## config.mk

```make
export PLATFORM = sky130hd
export DESIGN_NAME = wishbone_arbiter2
export DESIGN_NICKNAME = d
export VERILOG_FILES = /design/src/rtl/wishbone_arbiter2.sv
export SDC_FILE = /design/constraint.sdc
export NUM_CORES = 1
export LEC_CHECK = 0
export BUFFER_PORTS_ARGS = -buffer_cell sky130_fd_sc_hd__buf_2
export CAP_MARGIN = 20
export CORE_MARGIN = 2
export CORE_UTILIZATION = 52
export CTS_CLUSTER_SIZE = 8
export DETAILED_ROUTE_END_ITERATION = 16
export PLACE_DENSITY = 0.85
export SLEW_MARGIN = 10
export SYNTH_ARGS = -nofsm -noshare
export SYNTH_HDL_FRONTEND = slang
export SYNTH_SLANG_ARGS = --single-unit
```

## constraint.sdc

```tcl
create_clock -name clk -period 4.55 [get_ports clk]
set_input_delay 1.365 -clock clk [delete_from_list [all_inputs] [get_ports clk]]
set_output_delay 1.365 -clock clk [all_outputs]
set_load 0.1 [all_outputs]
```

## src/rtl/wishbone_arbiter2.sv

```systemverilog
// rtl/wishbone_arbiter2.sv - two-master round-robin Wishbone arbiter with slave-ack watchdog
//
// Shares one Wishbone slave segment between master 0 (instruction port) and
// master 1 (data port). Each granted request is registered onto the slave
// side. The response goes back only to the master that owns the bus.
//
// Ports:
//   clk, rst                     clock, asynchronous active-low reset
//   m0_*/m1_* cyc,stb,we,sel,
//     addr,data_i                master requests
//   m0_*/m1_* data_o,ack_o,err_o master responses (one-cycle ack/err)
//   s_cyc_o..s_data_o            registered slave request
//   s_data_i, s_ack_i            slave response
//   grant_o                      debug one-hot owner, 0 when idle
module wishbone_arbiter2 #(
  parameter int ADDR_W  = 32,
  parameter int DATA_W  = 32,
  parameter int TIMEOUT = 255
) (
  input  logic              clk,
  input  logic              rst,
  input  logic              m0_cyc_i,
  input  logic              m0_stb_i,
  input  logic              m0_we_i,
  input  logic [3:0]        m0_sel_i,
  input  logic [ADDR_W-1:0] m0_addr_i,
  input  logic [DATA_W-1:0] m0_data_i,
  output logic [DATA_W-1:0] m0_data_o,
  output logic              m0_ack_o,
  output logic              m0_err_o,
  input  logic              m1_cyc_i,
  input  logic              m1_stb_i,
  input  logic              m1_we_i,
  input  logic [3:0]        m1_sel_i,
  input  logic [ADDR_W-1:0] m1_addr_i,
  input  logic [DATA_W-1:0] m1_data_i,
  output logic [DATA_W-1:0] m1_data_o,
  output logic              m1_ack_o,
  output logic              m1_err_o,
  output logic              s_cyc_o,
  output logic              s_stb_o,
  output logic              s_we_o,
  output logic [3:0]        s_sel_o,
  output logic [ADDR_W-1:0] s_addr_o,
  output logic [DATA_W-1:0] s_data_o,
  input  logic [DATA_W-1:0] s_data_i,
  input  logic              s_ack_i,
  output logic [1:0]        grant_o
);

  typedef enum logic {IDLE, BUSY} state_t;

  localparam logic [7:0] WD_LIMIT = 8'(TIMEOUT - 1);

  state_t     state, state_nxt;
  logic       owner;
  logic       last;
  logic [7:0] wd;
  logic       req0, req1;
  logic       grant_any;
  logic       pick;
  logic       own_cyc;
  logic       wd_exp;

  // A master acked this cycle is masked so its finished transfer is not re-granted.
  assign req0    = m0_cyc_i & m0_stb_i & ~m0_ack_o;
  assign req1    = m1_cyc_i & m1_stb_i & ~m1_ack_o;
  assign own_cyc = owner ? m1_cyc_i : m0_cyc_i;
  assign wd_exp  = (wd == WD_LIMIT);

  always_ff @(posedge clk or negedge rst) begin
    if (!rst) state <= IDLE;
    else      state <= state_nxt;
  end

  always_comb begin
    state_nxt = state;
    grant_any = 1'b0;
    pick      = 1'b0;
    case (state)
      IDLE: begin
        grant_any = req0 | req1;
        // On a tie the master that did not win last time gets the bus.
        pick      = (req0 & req1) ? ~last : req1;
        if (grant_any) state_nxt = BUSY;
      end
      BUSY: begin
        if (s_ack_i || !own_cyc || wd_exp) state_nxt = IDLE;
      end
      default: state_nxt = IDLE;
    endcase
  end

  always_ff @(posedge clk or negedge rst) begin
    if (!rst) begin
      owner     <= 1'b0;
      last      <= 1'b1;
      wd        <= 8'd0;
      m0_data_o <= '0;
      m1_data_o <= '0;
      m0_ack_o  <= 1'b0;
      m1_ack_o  <= 1'b0;
      m0_err_o  <= 1'b0;
      m1_err_o  <= 1'b0;
      s_cyc_o   <= 1'b0;
      s_stb_o   <= 1'b0;
      s_we_o    <= 1'b0;
      s_sel_o   <= '0;
      s_addr_o  <= '0;
      s_data_o  <= '0;
      grant_o   <= 2'b00;
    end else begin
      m0_ack_o <= 1'b0;
      m1_ack_o <= 1'b0;
      m0_err_o <= 1'b0;
      m1_err_o <= 1'b0;
      if (state == IDLE) begin
        if (grant_any) begin
          owner    <= pick;
          last     <= pick;
          s_addr_o <= pick ? m1_addr_i : m0_addr_i;
          s_data_o <= pick ? m1_data_i : m0_data_i;
          s_we_o   <= pick ? m1_we_i   : m0_we_i;
          s_sel_o  <= pick ? m1_sel_i  : m0_sel_i;
          s_cyc_o  <= 1'b1;
          s_stb_o  <= 1'b1;
          wd       <= 8'd0;
          grant_o  <= pick ? 2'b10 : 2'b01;
        end
      end else begin
        wd <= wd + 8'd1;
        if (s_ack_i) begin
          if (!s_we_o) begin
            if (owner) m1_data_o <= s_data_i;
            else       m0_data_o <= s_data_i;
          end
          if (owner) m1_ack_o <= 1'b1;
          else       m0_ack_o <= 1'b1;
          s_cyc_o <= 1'b0;
          s_stb_o <= 1'b0;
          grant_o <= 2'b00;
        end else if (!own_cyc) begin
          s_cyc_o <= 1'b0;
          s_stb_o <= 1'b0;
          grant_o <= 2'b00;
        end else if (wd_exp) begin
          // Watchdog: error ack with zeroed read data so the master cannot hang.
          if (owner) begin
            m1_ack_o  <= 1'b1;
            m1_err_o  <= 1'b1;
            m1_data_o <= '0;
          end else begin
            m0_ack_o  <= 1'b1;
            m0_err_o  <= 1'b1;
            m0_data_o <= '0;
          end
          s_cyc_o <= 1'b0;
          s_stb_o <= 1'b0;
          grant_o <= 2'b00;
        end
      end
    end
  end

endmodule

```

==> impl_metrics.csv, run 1 <==
group,metric,value,unit
placement,io_buffers,317,
global_route,grt_max_degree,80,
yosys,synthCells,792,
cts,post-cts-setup-buffers,0,
routing,first_pass_iters,5,
floorplan,rows,43,
yosys,synth_edf_count,0,
global_route,grt_overflow,0,
floorplan,design.die.area,15200,µm²
cts,cts_max_level,4,
cts,clock_latency,0.43,ns
cts,ctsHoldBuffers,0,
cts,cts-resized-gates,0,
global_route,track_usage,31.30,%
yosys,synth_area,7397,µm²
setup_path,path_class,"register to output port",
timing,final.setup.tns,0,ns
run,cap_violations,0,
setup_path,crit_arrival,1.81,ns
floorplan,dieHeight,123.3,µm
yosys,ys.warnings.count,0,
timing,relSlewSlack,47.65,%
floorplan,ios,318,
yosys,synthDistinctLibCells,45,
timing,final-max-slew-violation-count,0,
placement,hpwlAfterDp,15800,µm
cts,cts_buffer_depth,2,
timing,finClkSkew,0.01245,ns
setup_path,crit_fanout,36,
setup_path,r2r_start,"m1_ack_o$_DFF_PN0_",
setup_path,crit_required,3.18,ns
cts,cts_tree,"built",
min_path,min_from,"s_data_o[19]$_DFFE_PN0P_",
min_path,worstHoldPathCells,2,
timing,setup_violations,0,
setup_path,slowest_delay,0.83,ns
global_route,use_met3,8.764,%
routing,ant_nets,0,
yosys,syn_nets,971,
placement,gp_congestion,0.8142,
floorplan,core,13880,µm²
setup_path,cp_top_family,"flip-flops",
run_status,status,"finished, final reports clean",
setup_path,rr_worst_depth,4,
setup_path,crit_chain,"buf_2",
setup_path,critPathLaunchType,"register",
finish,multiInputGateArea,3131,µm²
finish,fin_nets,1229,
timing,tightest_slew,0.7852,ns
finish,fillerInstances,1121,
floorplan,fp.dieW,123.3,µm
setup_path,rr_endpoint,"s_addr_o[7]$_DFFE_PN0P_",
min_path,min_path_type,"register to register",
cts,clk_pin_slew,0.06,ns
setup_path,crit_buf_inv,1,
yosys,syn_area_per_cell,9.340,µm²
finish,regArea,3781,µm²
finish,drive_gt1_share,36.31,%
routing,drc,0,
global_route,top_usage_layer,"met2",
finish,syn2layout_area_growth,28.37,%
setup_path,slowest_stage,"dfrtp_2",
routing,avgRoutedWirePerCell,19.46,µm
yosys,async_flop_share,100.0,%
routing,vias,7706,
global_route,met1_usage,39.98,%
cts,root_buffer,"clkbuf_16",
cts,numCtsBuffers,17,
timing,rsz0062_at_grt,"false",
yosys,ys_seq_area_share,51.10,%
cts,cts_sinks,151,
routing,viasPerCell,6.190,
timing,clock.fmax,0.3148,GHz
global_route,grt_pass1_vias,7064,
global_route,antenna_found_initial,0,
floorplan,floorplan.initialDensity,53.29,%
timing,period_minus_slack,3.177,ns
setup_path,ff2ff_setup_slack,2.13,ns
min_path,holdPathEnd,"s_data_o[19]$_DFFE_PN0P_",
global_route,grt_pass1_wl,36860,µm
global_route,grt_util_met2,49.73,%
timing,hold_viol,0,
setup_path,end_kind,"output port",
timing,period_share,69.82,%
yosys,ys_dominant_reg_cell,"dfrtp_1",
routing,drt-initial-drc-count,793,
yosys,synth-seq-cells,151,
routing,routed_wl,24230,µm
## metal layers
| layer | wire [µm] | part of all wire (%) |
|---|---|---|
| met1 | 9043 | 37 |
| met3 | 2552 | 11 |
| met4 | 1080 | 4.5 |
| met5 | 0 | 0 |
| met2 | 11560 | 48 |
## flip-flops by register name, indices dropped and copies added, names as in the netlist
| signal | flops |
|---|---|
| m0_err_o | 1 |
| m0_ack_o | 1 |
| s_addr_o | 32 |
| owner | 1 |
| s_data_o | 32 |
| s_sel_o | 4 |
| last | 1 |
| m1_ack_o | 1 |
| grant_o | 2 |
| m1_err_o | 1 |
| m1_data_o | 32 |
| m0_data_o | 32 |
| wd | 8 |
| state | 1 |
| s_we_o | 1 |
| s_stb_o | 1 |
## final cells by class
cell class,instances,share of cell area [%]
antenna,2,0.05271
clock buffer,20,4.704
clock inverter,12,1.594
inverter,6,0.2372
multi-input combinational,540,32.97
sequential,151,39.82
tap,180,2.372
timing repair buffer,334,18.25
## kinds of logic (layout without fill, tap and decap cells)
logic type,after synthesis,after routing,synth area share [%]
other,0,2,0
buffers and inverters,101,372,7.172
XOR/XNOR,3,3,0.3553
AO/OA/AOI/OAI,221,221,18.25
flip-flops,151,151,51.10
AND/OR/NAND/NOR,313,313,22.65
multiplexers,1,1,0.1353
adder cells (fa/ha/maj),2,2,0.3382
## layout by cell type (no fill, tap or decap), types with 2 or more instances in the layout
cell        synthesis  layout
clkinv_4            0       2
o21ai_0             4       4
nand4b_1            2       2
nand4bb_4           0       2
nand2b_1            2       2
ha_1                2       2
clkbuf_16           0      17
inv_1               6       6
nor4_4              2       2
dfrtp_1           150     149
o22ai_1             4       4
diode_2             0       2
buf_4               9      16
clkinv_2            0       4
clkinvlp_4          0       2
nor2_1              2       2
o31ai_1            70      70
nor3_1              4       4
and3b_1             2       2
nand2_1            79      78
buf_2              15     316
clkbuf_1           55       2
nor4_1             69      69
a21o_1              2       2
a31oi_1             2       2
a21oi_2             9       9
nand3_1           137     137
xor2_1              2       2
a21oi_1           124     124
bufinv_16           0       3
and4bb_2            2       2
## through the flow
step                      util [%]  instance area [µm²]  std cells  hold WS (ns)  worst slack [ns]
final                        68.41                 9495       1245        0.4916             1.373
after global routing         68.37                 9490       1243        0.5245             1.306
after CTS                    68.37                 9490       1243        0.4959             1.367
after detailed placement     64.06                 8892       1211        0.4823             1.447
after global placement       64.06                 8892       1211        0.4781             1.531
after floorplan                  -                 7397        792        0.4836             1.830
## how the worst max path moves through the flow
stage | startpoint | end | cells after the start | slack, ns
2_1_floorplan | s_stb_o$_DFFE_PN0P_ | s_stb_o | 1 | 1.83
3_3_place_gp | m0_cyc_i | s_sel_o[2]$_DFFE_PN0P_ | 5 | 1.53
4_1_cts | m1_ack_o$_DFF_PN0_ | m1_ack_o | 1 | 1.37
6_report | m1_ack_o$_DFF_PN0_ | m1_ack_o | 1 | 1.37
5_1_grt | m1_ack_o$_DFF_PN0_ | m1_ack_o | 1 | 1.31
3_5_place_dp | m0_cyc_i | s_addr_o[7]$_DFFE_PN0P_ | 5 | 1.45
## synthesized netlist by cell type (2+ instances only)
| master | number | share of area, % |
|---|---|---|
| nor4_1 | 69 | 5.8 |
| a21oi_1 | 124 | 8.4 |
| a21o_1 | 2 | 0.20 |
| and3b_1 | 2 | 0.24 |
| buf_2 | 15 | 1.0 |
| nand4b_1 | 2 | 0.24 |
| nor2_1 | 2 | 0.10 |
| dfrtp_1 | 150 | 51 |
| buf_1 | 2 | 0.10 |
| clkbuf_1 | 55 | 2.8 |
| o22ai_1 | 4 | 0.34 |
| nor4_4 | 2 | 0.58 |
| nand4bb_1 | 3 | 0.46 |
| a31oi_1 | 2 | 0.17 |
| a21oi_2 | 9 | 1.1 |
| buf_6 | 13 | 2.0 |
| nand2_1 | 79 | 4.0 |
| and4b_1 | 2 | 0.27 |
| buf_4 | 9 | 0.91 |
| ha_1 | 2 | 0.34 |
| and4bb_2 | 2 | 0.34 |
| inv_1 | 6 | 0.30 |
| o31ai_1 | 70 | 7.1 |
| nand2b_1 | 2 | 0.17 |
| xor2_1 | 2 | 0.24 |
| nor3_1 | 4 | 0.27 |
| nand3_1 | 137 | 9.3 |
| o21ai_0 | 4 | 0.27 |
Power of run 1 is not shown: default switching activity piles up to over one toggle a cycle in this logic, so the estimate is an artifact.
==> run 2: changes to the inputs <==
CORE_UTILIZATION = 48   (was 52)
PLACE_DENSITY = 0.8   (was 0.85)
clock period = 3.1 ns   (was 4.55 ns; I/O delays follow)
==> run 2 against run 1 <==
Net effect: non-clock buffer count grew 2; final cell count grew 0.72%; hold slack lost 0.0060 ns; first-iteration DRC count shrank 13%; sequential share of layout area shrank 0.54 points; clock skew shrank 0.0034 ns; sequential cell count is the same; via count shrank 0.73%; utilization shrank 4.8 points.
==> impl_metrics.csv, run 2 (synthesis results as in run 1) <==
group,metric,value,unit
run_status,status,"finished, final reports clean",
timing,setup_violations,0,
timing,tightest_slew,0.7223,ns
timing,final.setup.tns,0,ns
cts,clk_pin_slew,0.06,ns
finish,final_cell_mix,"buf_2 (316), dfrtp_1 (149), nand3_1 (137), a21oi_1 (124), nand2_1 (78)",
cts,post-cts-setup-buffers,0,
cts,cts_tree,"built",
routing,first_pass_iters,5,
setup_path,crit_fanout,20,
global_route,grt_overflow,0,
run,cap_violations,0,
setup_path,slowest_stage,"dfrtp_2",
setup_path,ff2ff_setup_slack,1.11,ns
global_route,grt_max_degree,71,
cts,cts_max_level,4,
routing,vias,7650,
timing,period_share,79.66,%
timing,hold_viol,0,
cts,ctsHoldBuffers,0,
setup_path,r2r_start,"m1_ack_o$_DFF_PN0_",
setup_path,crit_arrival,1.54,ns
routing,ant_nets,0,
floorplan,rows,45,
setup_path,slowest_delay,0.62,ns
setup_path,crit_required,2.17,ns
finish,drive_gt1_share,36.53,%
routing,drt-initial-drc-count,692,
setup_path,end_kind,"output port",
timing,whs,0.4856,ns
setup_path,rr_endpoint,"s_data_o[14]$_DFFE_PN0P_",
global_route,grt_pass1_wl,36830,µm
cts,cts_buffer_depth,2,
timing,period_minus_slack,2.469,ns
setup_path,rr_worst_depth,4,
cts,clock_latency,0.42,ns
finish,final_common_cell,"buf_2",
floorplan,ios,318,
global_route,grt_pass1_vias,7180,
floorplan,fp.dieW,128.1,µm
global_route,track_usage,28.16,%
setup_path,crit_chain,"buf_2",
routing,drc,0,
floorplan,dieHeight,128.1,µm
cts,cts-resized-gates,0,
timing,rsz0062_at_grt,"false",
routing,routed_wl,23590,µm
floorplan,floorplan.initialDensity,48.84,%
finish,syn2layout_area_growth,30.14,%
setup_path,cp_top_family,"flip-flops",
placement,io_buffers,317,
setup_path,crit_buf_inv,1,
timing,relSlewSlack,51.84,%
setup_path,path_class,"register to output port",
placement,gp_congestion,0.8704,
setup_path,critPathLaunchType,"register",
timing,final-max-slew-violation-count,0,
floorplan,design.die.area,16420,µm²
timing,finClkSkew,0.009070,ns
placement,hpwlAfterDp,15610,µm
min_path,min_path_type,"input pin to asynchronous set/reset pin",
global_route,antenna_found_initial,2,
routing,avgRoutedWirePerCell,18.81,µm
cts,numCtsBuffers,17,
routing,viasPerCell,6.100,
floorplan,core,15150,µm²
finish,fin_nets,1231,
cts,cts_sinks,151,
timing,clock.fmax,0.4050,GHz
cts,root_buffer,"clkbuf_16",
[run 2: layout make-up]
cell class | count | area, µm²
well taps | 188 | 235.2
clock buffers | 20 | 456.7
clock inverters | 12 | 175.2
inverters | 6 | 22.52
multi-input cells | 540 | 3131
fillers | 1281 | 5519
repair buffers | 336 | 1823
diodes | 1 | 2.502
flip-flops and latches | 151 | 3781
[run 2: metal layers]
layer | global-route usage, % | share of wire (%) | vias up
li1 | - | - | 3456
met1 | 37.19 | 39 | 3621
met2 | 44.98 | 47 | 496
met3 | 5.551 | 9.0 | 75
met4 | 13.06 | 4.4 | 2
met5 | 0 | 0.055 | -
[run 2: how the worst max path moves through the flow]
stage | from | end | slack [ns] | cells past startpoint
final | m1_ack_o$_DFF_PN0_ | m1_ack_o | 0.63 | 1
after global routing | m1_ack_o$_DFF_PN0_ | m1_ack_o | 0.59 | 1
after CTS | m1_ack_o$_DFF_PN0_ | m1_ack_o | 0.62 | 1
after detailed placement | m1_cyc_i | s_data_o[14]$_DFFE_PN0P_ | 0.69 | 5
after global placement | m1_cyc_i | s_data_o[23]$_DFFE_PN0P_ | 0.75 | 5
after floorplan | s_stb_o$_DFFE_PN0P_ | s_stb_o | 0.81 | 1
[run 2: stage by stage]
stage	cells	util [%]	instance area [µm²]	setup slack [ns]
2_1_floorplan	792	-	7397	0.8145
3_3_place_gp	1221	59.37	8992	0.7497
3_5_place_dp	1221	59.37	8992	0.6885
4_1_cts	1253	63.54	9624	0.6175
5_1_grt	1253	63.54	9624	0.5863
6_report	1254	63.56	9627	0.6307
Power of run 2 is left out for the same reason.
==> run 3: changes to the inputs <==
clock period = 2.4 ns   (was 3.1 ns; I/O delays follow)
==> run 3 against run 2 <==
Net effect: register-to-register slack got worse by 0.53 ns; non-clock buffer count rose by 7; via count fell by 0.50%; hold slack got worse by 0.26 ns; largest cell class unchanged; die area did not move.
==> impl_metrics.csv, run 3 (synthesis results as in run 1) <==
group,metric,value,unit
timing,final.setup.tns,0,ns
timing,period_minus_slack,2.249,ns
routing,avgRoutedWirePerCell,18.87,µm
cts,post-cts-setup-buffers,0,
finish,final_common_cell,"buf_2",
setup_path,rr_worst_depth,5,
timing,finClkSkew,0.005776,ns
timing,final-max-slew-violation-count,0,
cts,cts-resized-gates,0,
cts,root_buffer,"clkbuf_16",
routing,routed_wl,23780,µm
timing,setup_violations,0,
finish,instances_no_fill,1260,
placement,gp_congestion,0.8693,
finish,fin_nets,1238,
routing,drt-initial-drc-count,479,
cts,cts_sinks,151,
cts,numCtsBuffers,17,
setup_path,crit_start,"m1_ack_o$_DFF_PN0_",
floorplan,floorplan.initialDensity,48.84,%
routing,viasPerCell,6.041,
finish,drive_gt1_share,36.94,%
finish,syn2layout_area_growth,32.04,%
min_path,min_path_type,"input pin to asynchronous set/reset pin",
cts,ctsHoldBuffers,0,
floorplan,ios,318,
timing,tightest_slew,0.6125,ns
finish,final_cell_mix,"buf_2 (315), dfrtp_1 (149), nand3_1 (137), a21oi_1 (124), nand2_1 (78)",
global_route,grt_pass1_wl,37540,µm
run_status,status,"finished, final reports clean",
floorplan,core,15150,µm²
cts,clock_latency,0.42,ns
setup_path,rr_endpoint,"s_data_o[16]$_DFFE_PN0P_",
routing,ant_nets,0,
timing,relSlewSlack,59.07,%
floorplan,fp.dieW,128.1,µm
timing,hold_viol,0,
cts,cts_max_level,4,
timing,clock.fmax,0.4446,GHz
setup_path,r2r_start,"m1_ack_o$_DFF_PN0_",
cts,clk_pin_slew,0.06,ns
setup_path,end_kind,"output port",
floorplan,design.die.area,16420,µm²
setup_path,path_class,"register to output port",
routing,first_pass_iters,5,
global_route,antenna_found_initial,0,
floorplan,rows,45,
floorplan,dieHeight,128.1,µm
setup_path,critPathLaunchType,"register",
finish,fillerInstances,1250,
global_route,grt_max_degree,73,
finish,diodes,0,
setup_path,crit_fanout,32,
setup_path,ff2ff_setup_slack,0.58,ns
global_route,grt_pass1_vias,7328,
run,cap_violations,0,
placement,hpwlAfterDp,15850,µm
routing,drc,0,
placement,io_buffers,317,
timing,period_share,93.72,%
cts,cts_tree,"built",
finish,post-route-util,64.49,%
global_route,grt_overflow,0,
timing,rsz0062_at_grt,"false",
timing,whs,0.2245,ns
cts,cts_buffer_depth,2,
routing,vias,7612,
global_route,track_usage,28.88,%
setup_path,crit_arrival,1.53,ns
placement,placedCellCount,1228,
setup_path,crit_required,1.68,ns
-- run 3: cell count changes in the layout (fill, tap and decap cells not counted), sizes merged --
cell	delta
buf	+6
clkbuf	+1
diode	-1
-- run 3: per-stage QoR --
| stage | cell area [µm²] | setup WS, ns |
|---|---|---|
| final | 9767 | 0.1506 |
| after global routing | 9767 | 0.06939 |
| after CTS | 9764 | 0.06574 |
| after detailed placement | 9133 | 0.2642 |
| after global placement | 9133 | 0.3127 |
| after floorplan | 7397 | 0.2961 |
-- run 3: worst max-delay path, stage by stage (launching register included) --
cell and delay (ns):
dfrtp_2 0.35, buf_4 0.32, clkbuf_4 0.42
-- run 3: worst max path at each step --
stage | cells past startpoint | end
6_report | 2 | m1_ack_o
5_1_grt | 2 | m1_ack_o
4_1_cts | 2 | m1_ack_o
3_5_place_dp | 5 | s_data_o[19]$_DFFE_PN0P_
3_3_place_gp | 5 | s_data_o[4]$_DFFE_PN0P_
2_1_floorplan | 5 | wd[6]$_DFFE_PN0P_
-- run 3: area by class of cell --
| class | instances | area (µm²) | area share, % |
|---|---|---|---|
| clock inverters | 12 | 175.2 | 1.793 |
| flip-flops and latches | 151 | 3781 | 38.71 |
| multi-input cells | 540 | 3131 | 32.05 |
| clock buffers | 20 | 456.7 | 4.676 |
| inverters | 6 | 22.52 | 0.2306 |
| well taps | 188 | 235.2 | 2.408 |
| repair buffers | 343 | 1966 | 20.13 |
-- run 3: routing by layer --
metal	part of all wire [%]	global-route usage, %	up-vias
li1	-	-	3481
met1	39	36.49	3668
met2	49	47.25	404
met5	0	0	-
met3	7.9	6.427	59
met4	4.0	13.83	0
Power of run 3 is left out for the same reason.
